--- config.mk ---
export PLATFORM = sky130hd
export DESIGN_NAME = ps2_key_tracker
export DESIGN_NICKNAME = d
export VERILOG_FILES = /design/src/rtl/ps2_pkg.sv /design/src/rtl/ps2_rx.sv /design/src/rtl/ps2_key_tracker.sv
export SDC_FILE = /design/constraint.sdc
export NUM_CORES = 1
export LEC_CHECK = 0
export BUFFER_PORTS_ARGS = -buffer_cell sky130_fd_sc_hd__buf_2
export CAP_MARGIN = 20
export CORE_ASPECT_RATIO = 1.25
export CORE_UTILIZATION = 35
export DETAILED_ROUTE_END_ITERATION = 7
export MAX_ROUTING_LAYER = met4
export PLACE_DENSITY = 0.61
export REMOVE_ABC_BUFFERS = 1
export SLEW_MARGIN = 20
export SYNTH_ARGS = -nofsm -noshare
export SYNTH_HDL_FRONTEND = slang
export SYNTH_SLANG_ARGS = --single-unit
export TNS_END_PERCENT = 100
--- constraint.sdc ---
create_clock -name clk -period 6.8 [get_ports clk]
set_input_delay 1.02 -clock clk [delete_from_list [all_inputs] [get_ports clk]]
set_output_delay 1.02 -clock clk [all_outputs]
set_load 0.01 [all_outputs]
--- src/rtl/ps2_pkg.sv ---
// Shared constants and decode-state type for the PS/2 key tracker.
package ps2_pkg;

  localparam logic [7:0] PS2_BREAK = 8'hF0;
  localparam logic [7:0] PS2_EXT   = 8'hE0;

  typedef enum logic [1:0] {
    IDLE,
    EXT,
    BRK,
    EXT_BRK
  } dec_state_t;

endpackage

--- src/rtl/ps2_rx.sv ---
// PS/2 frame receiver: pin synchronizer, falling-edge detect, 11-bit shift,
// frame check and mid-frame timeout.
module ps2_rx #(
  parameter int TIMEOUT_CYC = 4096
) (
  input  logic       clk,
  input  logic       clrn,
  input  logic       ps2_clk,
  input  logic       ps2_data,
  output logic [7:0] rx_byte,
  output logic       rx_valid,
  output logic       rx_err,
  output logic       frame_ok,
  output logic [7:0] frame_byte
);

  localparam int TW = $clog2(TIMEOUT_CYC + 1);

  logic [2:0]    clk_sync;
  logic [2:0]    data_sync;
  logic [3:0]    bit_cnt;
  logic [9:0]    shift;
  logic [TW-1:0] timer;
  logic [10:0]   frame;
  logic          fall;
  logic          last;
  logic          good;

  assign fall = clk_sync[2] & ~clk_sync[1];
  assign last = fall && (bit_cnt == 4'd10);

  // The 11th bit is taken straight from the synchronizer so the check needs no extra cycle.
  assign frame      = {data_sync[1], shift};
  assign good       = ~frame[0] & (^frame[9:1]) & frame[10];
  assign frame_ok   = last & good;
  assign frame_byte = frame[8:1];

  // NOTE: sequential state uses non-blocking assignments so every flop samples pre-edge values.
  always_ff @(posedge clk or negedge clrn) begin
    if (!clrn) begin
      clk_sync  <= 3'b111;
      data_sync <= 3'b111;
      bit_cnt   <= '0;
      shift     <= '0;
      timer     <= '0;
      rx_byte   <= '0;
      rx_valid  <= 1'b0;
      rx_err    <= 1'b0;
    end else begin
      clk_sync  <= {clk_sync[1:0], ps2_clk};
      data_sync <= {data_sync[1:0], ps2_data};
      rx_valid  <= frame_ok;
      rx_err    <= last & ~good;
      if (frame_ok) rx_byte <= frame_byte;

      if (fall) begin
        shift   <= {data_sync[1], shift[9:1]};
        bit_cnt <= last ? 4'd0 : bit_cnt + 4'd1;
        timer   <= '0;
      end else if (bit_cnt != 4'd0) begin
        // A stalled partial frame is dropped without raising rx_err.
        if (timer == TW'(TIMEOUT_CYC - 1)) begin
          bit_cnt <= '0;
          timer   <= '0;
        end else begin
          timer <= timer + 1'b1;
        end
      end
    end
  end

endmodule

--- src/rtl/ps2_key_tracker.sv ---
// PS/2 keyboard front end: make/break/extended decode, held-key tracking and
// press counting, presented as nibbles for hex seven-segment decoders.
module ps2_key_tracker
  import ps2_pkg::*;
#(
  parameter int TIMEOUT_CYC = 4096
) (
  input  logic       clk,
  input  logic       clrn,
  input  logic       ps2_clk,
  input  logic       ps2_data,
  output logic [7:0] rx_byte,
  output logic       rx_valid,
  output logic       rx_err,
  output logic [7:0] key_code,
  output logic       key_ext,
  output logic       key_held,
  output logic [7:0] press_cnt,
  output logic [3:0] code_hi,
  output logic [3:0] code_lo,
  output logic [3:0] cnt_hi,
  output logic [3:0] cnt_lo,
  output logic       blank
);

  dec_state_t state, state_nxt;
  logic       frame_ok;
  logic [7:0] b;
  logic       do_make;
  logic       do_break;
  logic       ev_ext;
  logic       same_key;

  ps2_rx #(.TIMEOUT_CYC(TIMEOUT_CYC)) u_rx (
    .clk        (clk),
    .clrn       (clrn),
    .ps2_clk    (ps2_clk),
    .ps2_data   (ps2_data),
    .rx_byte    (rx_byte),
    .rx_valid   (rx_valid),
    .rx_err     (rx_err),
    .frame_ok   (frame_ok),
    .frame_byte (b)
  );

  // NOTE: every always_comb output gets a default first so no path infers a latch.
  always_comb begin
    state_nxt = state;
    do_make   = 1'b0;
    do_break  = 1'b0;
    ev_ext    = 1'b0;
    if (frame_ok) begin
      unique case (state)
        IDLE: begin
          if (b == PS2_EXT)        state_nxt = EXT;
          else if (b == PS2_BREAK) state_nxt = BRK;
          else                     do_make   = 1'b1;
        end
        EXT: begin
          if (b == PS2_BREAK) begin
            state_nxt = EXT_BRK;
          end else if (b != PS2_EXT) begin
            do_make   = 1'b1;
            ev_ext    = 1'b1;
            state_nxt = IDLE;
          end
        end
        BRK: begin
          do_break  = 1'b1;
          state_nxt = IDLE;
        end
        EXT_BRK: begin
          do_break  = 1'b1;
          ev_ext    = 1'b1;
          state_nxt = IDLE;
        end
        default: state_nxt = IDLE;
      endcase
    end
  end

  // A make of the key already down is typematic repeat; a break of any other key is ignored.
  assign same_key = key_held && ({ev_ext, b} == {key_ext, key_code});

  always_ff @(posedge clk or negedge clrn) begin
    if (!clrn) begin
      state     <= IDLE;
      key_code  <= '0;
      key_ext   <= 1'b0;
      key_held  <= 1'b0;
      press_cnt <= '0;
    end else begin
      state <= state_nxt;
      if (do_make && !same_key) begin
        key_code  <= b;
        key_ext   <= ev_ext;
        key_held  <= 1'b1;
        press_cnt <= press_cnt + 8'd1;
      end
      if (do_break && same_key) key_held <= 1'b0;
    end
  end

  assign code_hi = key_code[7:4];
  assign code_lo = key_code[3:0];
  assign cnt_hi  = press_cnt[7:4];
  assign cnt_lo  = press_cnt[3:0];
  assign blank   = ~key_held;

endmodule

; Yosys cells after proc, flatten, opt, wreduce, memory -nomap -nowiden
; Cells that the tools add are included.
[word_totals]
rom_bits = 0
memories = 0
wordCells = 74
reg_bits = 62
latch_bits = 0
inputBits = 4
output_inout_bits = 45
mem_bits_rw = 0
[op_classes]
eq_ne = 11
div_mod_pow = 0
muxes = 24
n_reduce_logical = 14
multipliers = 0
bitwise_logic = 9
magnitude_cmp = 0
add_sub_neg = 3
n_shift = 0
[op_table]
columns = operator, count
row1 = 13-bit 2-to-1 mux, 3
row2 = 8-bit == test (second input constant), 2
row3 = 4-bit 2-to-1 mux, 4
row4 = 13-bit by 1-bit adder with 13-bit output (second input constant), 1
row5 = 13-bit by 12-bit == test with 1-bit output (second input constant), 1
row6 = 1-bit 2-to-1 mux, 10
row7 = 9-bit == test, 1
row8 = 9-bit parity, 1
row9 = 8-bit by 1-bit adder with 8-bit output (second input constant), 1
row10 = 2-bit 2-to-1 mux, 4
row11 = 8-bit inequality test (second input constant), 1
row12 = 3-bit inequality test (second input constant), 2
row13 = 2-bit case mux with 3 select lines, 1
row14 = 2-bit nonzero test, 3
row15 = 1-bit bitwise AND, 5
row16 = 4-bit by 1-bit adder with 4-bit output (second input constant), 1
row17 = 2-bit == test (second input constant), 2
row18 = 4-bit == test (second input constant), 1
row19 = 1-bit logical AND, 4
row20 = 1-bit inverter, 4
row21 = 1-bit case mux with 2 select lines, 2
row22 = 4-bit nonzero test, 1
row23 = 3-bit AND reduction, 1
row24 = 2-bit by 1-bit == test with 1-bit output (second input constant), 1
row25 = 4 further kinds, 4

; Logic depth before layout (Yosys ltp)
; Gate-level depths: netlist of the first run.
[depth]
ltp_word = 11
ltp_mapped = 9
depth_no_buf = 7

; Hierarchy
; From an unflattened synthesis of the first run, not the netlist that was laid out.
[unflattened]
cells_unflattened = 285
hier_area_um2 = 3129.3
[modules_own_cells]
columns = mod, instances, area_each_um2, seq_area_each_um2, cells_each
row1 = ps2_rx, 1, 1990.7, 1057.3, 189
row2 = ps2_key_tracker, 1, 1138.6, 500.5, 96

; Worst setup path after synthesis of the first run
; OpenSTA, ideal clock, no wires.
[synth_path]
path_kind = flip-flop to flip-flop
from = register u_rx.shift[5]
to = register key_code[0]
path_slack_ns = 4.211
synth_period_minus_slack_ns = 2.589
t_arrival_ns = 2.464
stages_incl_launch_ff = 9
required_ns = 6.675
path_buffers = 1
setup_ns = 0.125
cell_sequence = dfrtp_1 -> inv_1 -> ha_1 -> xnor3_2 -> xnor2_1 -> or4_4 -> buf_6 -> nor2_8 -> mux2_2
[synth_between]
elab_chain_len = 9
word_cells_on_any_way = 19
classes_between = eq/ne (4) / mux (8) / bitwise (3) / reduce/logical (4)
[synth_lines]
columns = element, line_no
row1 = "start, declared", ps2_rx.sv:22  ; logic [9:0] shift;
row2 = "start signal, assigned", ps2_rx.sv:57  ; shift <= {data_sync[1], shift[9:1]};
row3 = 8-bit inequality test or 9-bit parity (tied branches), "ps2_key_tracker.sv:62, ps2_rx.sv:34"
row4 = 1-bit 2-to-1 mux or 1-bit bitwise AND (tied branches), "ps2_key_tracker.sv:62, ps2_rx.sv:34"
row5 = 1-bit 2-to-1 mux or 1-bit bitwise AND (tied branches), "ps2_key_tracker.sv:60, ps2_rx.sv:34"
row6 = 1-bit case mux with 2 select lines or 1-bit bitwise AND (tied branches), "ps2_key_tracker.sv:53, ps2_rx.sv:35"
row7 = 1-bit 2-to-1 mux, ps2_key_tracker.sv:52  ; if (frame_ok) begin
row8 = 9-bit == test, ps2_key_tracker.sv:83  ; assign same_key = key_held && ({ev_ext, b} == {key_ext, key_code});
row9 = 1-bit logical AND, ps2_key_tracker.sv:83
row10 = 1-bit zero test, ps2_key_tracker.sv:94  ; if (do_make && !same_key) begin
row11 = 1-bit logical AND *, ps2_key_tracker.sv:94
row12 = "end signal, assigned", ps2_key_tracker.sv:88  ; key_code <= '0;
row13 = "end signal, assigned", ps2_key_tracker.sv:95  ; key_code <= b;
row14 = "end, declared", ps2_key_tracker.sv:15  ; output logic [7:0] key_code,
; Mark *: on every way between the ends. The rest lies on a longest branch, timed or not.
; A chain may end at the register's enable or synchronous reset.

; Worst setup path in the final report of the first run
[layout_path]
from = register u_rx.shift[5]
to = register key_code[4]
[layout_between]
elab_chain_len = 9
word_cells_on_any_way = 19
classes_between = eq/ne (4) / mux (8) / bitwise (3) / reduce/logical (4)
[layout_lines]
columns = element, line_no
row1 = 8-bit inequality test or 9-bit parity (tied branches), "ps2_key_tracker.sv:62, ps2_rx.sv:34"
row2 = 1-bit 2-to-1 mux or 1-bit bitwise AND (tied branches), "ps2_key_tracker.sv:62, ps2_rx.sv:34"
row3 = 1-bit 2-to-1 mux or 1-bit bitwise AND (tied branches), "ps2_key_tracker.sv:60, ps2_rx.sv:34"
row4 = 1-bit case mux with 2 select lines or 1-bit bitwise AND (tied branches), "ps2_key_tracker.sv:53, ps2_rx.sv:35"
row5 = 1-bit 2-to-1 mux, ps2_key_tracker.sv:52
row6 = 9-bit == test, ps2_key_tracker.sv:83
row7 = 1-bit logical AND, ps2_key_tracker.sv:83
row8 = 1-bit zero test, ps2_key_tracker.sv:94
row9 = 1-bit logical AND, ps2_key_tracker.sv:94
; Several ways; a longest one is shown, not always the timed one.

==> impl_metrics.env, run 1 <==
export IMPL_status="finished with violations"
export IMPL_violations="design-rule violations"
export IMPL_vias_per_cell=4.93
export IMPL_synth_edff_count=0
export IMPL_fmax_mhz=362
export IMPL_layout_drive_gt1_share_pct=26.2
export IMPL_dr_pass1_iters=7
export IMPL_grt_first_pass_wirelength_mm=10.2
export IMPL_yosys_top_cells_count="dfrtp_1, nand2_1, o21ai_0, nor2_1, buf_4"
export IMPL_drcViolationCount=7
export IMPL_die_w_um=84.9
export IMPL_synth_top_area_share_pct=47.5
export IMPL_r2r_cells=7
export IMPL_p_int_w=0.000680
export IMPL_syn_inst=288
export IMPL_whs_ns=0.358
export IMPL_yosys_area_share_simple_pct=18.8
export IMPL_finalCritPeriodShare_pct=40.6
export IMPL_worstPathRequired_ns=7.03
export IMPL_grtUsageMet2_pct=24.4
export IMPL_muxShareOfSynthArea_pct=3.75
export IMPL_maxCapViolations=0
export IMPL_grt_usage_pct=15.2
export IMPL_area_growth_pct=14.2
export IMPL_ys_ff_latch=62
export IMPL_pwr_share_clk_pct=33.4
export IMPL_vias=2114
export IMPL_synthFlopType="dfrtp_1"
export IMPL_maxSlewViolCount=0
export IMPL_r2r_start="u_rx.shift[5]$_DFFE_PN0N_"
export IMPL_grt_max_degree=63
export IMPL_clk_path_buf_depth=2
export IMPL_place_worst_setup_slack_ns=4.03
export IMPL_global_route_peak_usage_layer="met2"
export IMPL_cts_tree="yes"
export IMPL_synth_most_common_cell="dfrtp_1"
export IMPL_tightest_slew_ns=0.933
export IMPL_finClkSkew_ns=0.00760
export IMPL_slew_headroom_pct=37.5
export IMPL_hold_path_class="reg2reg"
export IMPL_io_pins=49
export IMPL_use_met3_pct=2.82
export IMPL_rows=37
export IMPL_initial_utilization_pct=36.3
export IMPL_ant_nets=0
export IMPL_crit_path_start="u_rx.shift[5]$_DFFE_PN0N_"
export IMPL_cts_setup_buffers=0
export IMPL_crit_path_max_incr_delay_ns=0.65
export IMPL_power_density_mw_per_mm2=285
export IMPL_synth_cell_types=38
export IMPL_yosysWarnings=0
export IMPL_crit_family="simple AND/OR/NAND/NOR gates"
export IMPL_leakagePower_nw=1.70
export IMPL_gp_congestion=0.781
export IMPL_grt_pass1_vias=2123
export IMPL_setup_slack_ns=4.04
export IMPL_ctsHoldBuffers=0
export IMPL_n_antenna_cell=0
export IMPL_htree_num_levels=3
export IMPL_grt_overflow_total=0
export IMPL_switching_power_w=0.000298
export IMPL_die_h_um=106
export IMPL_setup_tns_ns=0
export IMPL_hpwl_mm=4.22
export IMPL_synth_area_mm2=0.00300
export IMPL_met1_usage_pct=18.0
export IMPL_reg2reg_slack_ns=4.04
export IMPL_arrival_ns=2.99
export IMPL_totalWireLength_mm=5.90
export IMPL_critPathSlowestCell="or4_4"
export IMPL_r2r_end="key_code[4]$_DFFE_PN0P_"
export IMPL_endpoint_kind="flip-flop"
export IMPL_p_seq_share_pct=47.1
export IMPL_drtIter0Drc=127
export IMPL_ir_worst_vdd_mv=0.156
export IMPL_cp_num_cells=7
export IMPL_io_buffers=48
export IMPL_ctsResizeCount=0
export IMPL_antenna_found_initial=0
export IMPL_startpoint_type="flip-flop"
export IMPL_root_buffer="clkbuf_8"
export IMPL_hold_viol_final=0
export IMPL_cp_num_buf_inv=1
export IMPL_seq_area_frac_synth_pct=51.9
export IMPL_critPathKind="reg2reg"
export IMPL_synth_adder_area_share_pct=4.16
export IMPL_yosysTopAreaCell="dfrtp_1"
export IMPL_swShare_pct=30.4
export IMPL_wl_per_cell_um=13.8
export IMPL_synthTopCellsByArea="dfrtp_1, nand2_1, dfstp_2"
export IMPL_nets=341
export IMPL_min_period_ns=2.76
export IMPL_synth_compound_area_share_pct=7.33
export IMPL_rsz0062_at_grt="no"
export IMPL_endpoint="key_code[4]$_DFFE_PN0P_"
export IMPL_comb_power_share_pct=19.5
export IMPL_crit_fanout=10
export IMPL_synth_xor_area_share_pct=7.50
export IMPL_core_mm2=0.00829
export IMPL_synth_area_per_cell_um2=10.4
export IMPL_fillCellCount=800
export IMPL_synth_async_sr_flop_share_pct=100
export IMPL_clkTransAtPathRegs_ns=0.07
export IMPL_cts_buffers=9
export IMPL_dieArea_mm2=0.00896
export IMPL_worstSkewPairLatency_ns=0.34
export IMPL_clkSinkCount=62
export IMPL_setup_viol=0
export IMPL_path_cells="inv_1 > ha_1 > xnor3_2 > xnor2_1 > or4_4 > nor2_8 > mux2_2"
export IMPL_synth_top_family_by_area="simple AND/OR/NAND/NOR gates"
-- cell type report --
cell class	count	area, µm²	area share [%]
tap	97	121	3.54
clock buffer	12	155	4.52
multi-input combinational	191	1250	36.4
sequential	62	1560	45.4
clock inverter	4	45.0	1.31
timing repair buffer	50	255	7.44
inverter	13	48.8	1.42
-- power groups by stage --
stage / clock network (W) / registers, W / logic (W)
2_1_floorplan: 0 / 0.000458 / 0.000141
3_3_place_gp: 0 / 0.000464 / 0.000186
3_5_place_dp: 0 / 0.000467 / 0.000193
4_1_cts: 0.000336 / 0.000461 / 0.000194
5_1_grt: 0.000352 / 0.000470 / 0.000218
6_report: 0.000327 / 0.000461 / 0.000190
-- layer usage --
metal,vias to the layer above,wire length (µm)
li1,1038,-
met1,1009,2590
met2,54,2900
met3,13,261
met4,0,145
met5,-,0
-- cells in the final DEF, fill, tap and decap left out, types with 2 or more instances in the layout --
cell,synthesis,final
nand2b_1,3,3
dfrtp_1,57,57
nor3_1,3,3
nor2_1,19,19
nand2_1,51,51
xnor2_1,12,12
o21ai_0,21,21
nand4_1,7,7
buf_2,0,48
inv_1,13,13
o31ai_1,3,3
xor2_1,11,11
o311ai_0,2,2
clkinv_2,0,3
mux2_2,10,10
ha_1,10,10
buf_4,16,2
nor3b_1,3,3
clkbuf_8,0,11
dfstp_2,5,5
nand3_1,14,14
a21oi_1,5,5
-- worst min path at each step --
stage                                 from                           to  slack [ns]  cells after the start
2_1_floorplan   u_rx.clk_sync[0]$_DFF_PN1_   u_rx.clk_sync[1]$_DFF_PN1_        0.35                      0
3_3_place_gp    u_rx.clk_sync[0]$_DFF_PN1_   u_rx.clk_sync[1]$_DFF_PN1_        0.35                      0
3_5_place_dp    u_rx.clk_sync[0]$_DFF_PN1_   u_rx.clk_sync[1]$_DFF_PN1_        0.35                      0
4_1_cts         u_rx.clk_sync[0]$_DFF_PN1_   u_rx.clk_sync[1]$_DFF_PN1_        0.36                      0
5_1_grt         u_rx.clk_sync[0]$_DFF_PN1_   u_rx.clk_sync[1]$_DFF_PN1_        0.36                      0
6_report       u_rx.data_sync[0]$_DFF_PN1_  u_rx.data_sync[1]$_DFF_PN1_        0.36                      0
-- through the flow --
step	utilization, %	instance area (µm²)	total power, W	instances
2_1_floorplan	-	2850	0.000598	266
5_1_grt	41.4	3430	0.00104	429
3_5_place_dp	39.0	3230	0.000660	413
4_1_cts	41.4	3430	0.000990	429
6_report	41.4	3430	0.000978	429
3_3_place_gp	39.0	3230	0.000650	413
-- sequential cells by signal, indices dropped and copies added, names as in the netlist, 3 cells and up --
| register | cells |
|---|---|
| key_code | 8 |
| press_cnt | 8 |
| u_rx.bit_cnt | 4 |
| u_rx.clk_sync | 3 |
| u_rx.rx_byte | 8 |
| u_rx.shift | 10 |
| u_rx.timer | 13 |
-- cell families after synthesis --
kind of cell             after synthesis
buffers and inverters                 35
adder cells (fa/ha/maj)               10
AO/OA/AOI/OAI                         37
multiplexers                          10
AND/OR/NAND/NOR                      110
XOR/XNOR                              24
flip-flops                            62
Power figures use the tool's default switching activity.
==> run 2: changes to the inputs <==
clock period = 2.55 ns   (was 6.8 ns; I/O delays follow)
==> run 2 against run 1 <==
- the run still ends with design-rule violations left
- non-clock buffer count up 16
- routed wire length down 1.0%
- first-iteration DRC count down 28%
- via count up 1.3%
- final cell count up 3.7%
- highest routed layer unchanged
- sequential power rose to 2.6 times the previous value
- total power rose to 2.7 times the previous value
- largest cell class unchanged
- maximum frequency up 13%
- clock skew up 0.0069 ns
- critical endpoint is now key_code[7]$_DFFE_PN0P_
- critical path type unchanged
- count of clock-buffer cells in the layout down 1
- register-to-register slack worse by 3.9 ns
==> impl_metrics.env, run 2 (synthesized netlist as in run 1, its figures left out) <==
export IMPL_dr_pass1_iters=7
export IMPL_finalCritPeriodShare_pct=96.1
export IMPL_critPathSlowestCell="or4_4"
export IMPL_tightest_slew_ns=0.563
export IMPL_r2r_end="key_code[7]$_DFFE_PN0P_"
export IMPL_crit_path_max_incr_delay_ns=0.54
export IMPL_multi_input_area_mm2=0.00126
export IMPL_crit_fanout=10
export IMPL_htree_num_levels=3
export IMPL_wl_per_cell_um=13.1
export IMPL_cp_num_buf_inv=1
export IMPL_ir_worst_vdd_mv=0.444
export IMPL_drtIter0Drc=92
export IMPL_nets=357
export IMPL_n_antenna_cell=0
export IMPL_ant_nets=0
export IMPL_design_power_total_w=0.00259
export IMPL_rows=37
export IMPL_top_register="u_rx.timer"
export IMPL_grt_first_pass_wirelength_mm=10.2
export IMPL_dieArea_mm2=0.00896
export IMPL_worstPathRequired_ns=2.78
export IMPL_cp_num_cells=7
export IMPL_gp_congestion=0.778
export IMPL_die_h_um=106
export IMPL_violations="design-rule violations"
export IMPL_fmax_mhz=408
export IMPL_maxSlewViolCount=0
export IMPL_r2r_start="u_rx.shift[3]$_DFFE_PN0N_"
export IMPL_cts_buffers=9
export IMPL_cts_tree="yes"
export IMPL_io_buffers=48
export IMPL_rsz0062_at_grt="no"
export IMPL_pwr_share_clk_pct=30.6
export IMPL_fin_util_pct=42.9
export IMPL_endpoint="key_code[7]$_DFFE_PN0P_"
export IMPL_crit_family="simple AND/OR/NAND/NOR gates"
export IMPL_setup_tns_ns=0
export IMPL_register_area_mm2=0.00156
export IMPL_grt_overflow_total=0
export IMPL_min_period_ns=2.45
export IMPL_hpwl_mm=4.37
export IMPL_p_int_w=0.00177
export IMPL_clk_path_buf_depth=2
export IMPL_io_pins=49
export IMPL_vias=2141
export IMPL_clkTransAtPathRegs_ns=0.07
export IMPL_totalWireLength_mm=5.84
export IMPL_die_w_um=84.9
export IMPL_root_buffer="clkbuf_8"
export IMPL_comb_power_share_pct=23.0
export IMPL_critPathKind="reg2reg"
export IMPL_p_seq_share_pct=46.4
export IMPL_hold_viol_final=0
export IMPL_grt_max_degree=30
export IMPL_leakagePower_nw=1.77
export IMPL_crit_path_start="u_rx.shift[3]$_DFFE_PN0N_"
export IMPL_largest_register_ffs=13
export IMPL_power_density_mw_per_mm2=729
export IMPL_setup_viol=0
export IMPL_startpoint_type="flip-flop"
export IMPL_swShare_pct=31.6
export IMPL_fillCellCount=776
export IMPL_reg2reg_slack_ns=0.1
export IMPL_path_cells="inv_1 > ha_1 > xnor3_2 > xnor2_1 > or4_4 > nor2_8 > mux2_2"
export IMPL_core_mm2=0.00829
export IMPL_status="finished with violations"
export IMPL_layout_drive_gt1_share_pct=30.5
export IMPL_grt_usage_pct=15.3
export IMPL_r2r_cells=7
export IMPL_finClkSkew_ns=0.0145
export IMPL_maxCapViolations=0
export IMPL_final_cell_mix="dfrtp_1, nand2_1, buf_2, o21ai_0, nor2_1"
export IMPL_worstSkewPairLatency_ns=0.34
export IMPL_area_growth_pct=18.4
export IMPL_initial_utilization_pct=36.3
export IMPL_grt_pass1_vias=2094
export IMPL_switching_power_w=0.000818
export IMPL_antenna_found_initial=0
export IMPL_reg_top3="u_rx.timer x13, u_rx.shift x10"
export IMPL_clkSinkCount=62
export IMPL_slew_headroom_pct=62.2
export IMPL_final_common_cell="dfrtp_1"
export IMPL_drcViolationCount=7
export IMPL_vias_per_cell=4.81
export IMPL_arrival_ns=2.68
export IMPL_hold_path_class="in2reg"
export IMPL_endpoint_kind="flip-flop"
run 2: cell types whose count changed in the layout (fill, tap and decap cells not counted), sizes merged:
cell | before | now
buf | 50 | 65
bufinv | 1 | 0
clkbuf | 12 | 11
clkinvlp | 0 | 2
dlygate4sd3 | 0 | 1
run 2: area by class of cell:
type                            count  share of cell area [%]
Clock buffer                       11                    4.26
Clock inverter                      5                   0.950
Inverter                           13                    1.37
Multi-Input combinational cell    191                    35.5
Sequential cell                    62                    43.8
Tap cell                           97                    3.41
Timing Repair Buffer               66                    10.7
run 2: worst min-delay path by stage:
| stage | start | end | slack, ns | cells past startpoint |
|---|---|---|---|---|
| final | ps2_clk | u_rx.clk_sync[0]$_DFF_PN1_ | 0.14 | 1 |
| after global routing | ps2_clk | u_rx.clk_sync[0]$_DFF_PN1_ | 0.11 | 1 |
| after CTS | ps2_clk | u_rx.clk_sync[0]$_DFF_PN1_ | 0.12 | 1 |
| after detailed placement | clrn | u_rx.rx_byte[6]$_DFFE_PN0P_ | 0.31 | 1 |
| after global placement | clrn | u_rx.rx_valid$_DFF_PN0_ | 0.30 | 1 |
| after floorplan | clrn | key_code[0]$_DFFE_PN0P_ | 0.09 | 0 |
run 2: repair_timing:
item,in CTS,in global routing
buffers inserted,0,1
resized for setup,0,4
hold endpoints to repair,9,0
hold buffers,1,0
endpoints found under the setup margin,0,15
run 2: stage by stage:
step                cells  cell area [µm²]  hold slack (ns)  setup slack [ns]
floorplan             266             2850           0.0869           -0.0194
global placement      427             3340            0.302            0.0945
detailed placement    427             3340            0.310            0.0481
CTS                   444             3530            0.117            0.0327
global route          445             3560            0.109           0.00522
finish                445             3560            0.140            0.0990
run 2: worst reg2reg max path: stages, from the launching register on:
cell and delay [ns]:
dfrtp_1 0.35, inv_1 0.07, ha_1 0.31, xnor3_2 0.36, xnor2_1 0.15, or4_4 0.54
nor2_8 0.19, mux2_2 0.36
run 2: layer usage:
metal | track usage (%) | vias up | share of wire (%)
met4 | 8.84 | 0 | 3.0
met1 | 19.0 | 1000 | 46
met3 | 2.43 | 11 | 3.6
met5 | - | - | 0
met2 | 23.5 | 54 | 47
li1 | - | 1076 | -
run 2: power by group through the flow:
stage	Combinational (W)	Sequential, W	Clock (W)
global placement	0.000594	0.00122	0
CTS	0.000606	0.00120	0.000815
global route	0.000682	0.00122	0.000865
floorplan	0.000375	0.00122	0
detailed placement	0.000601	0.00122	0
finish	0.000597	0.00120	0.000792
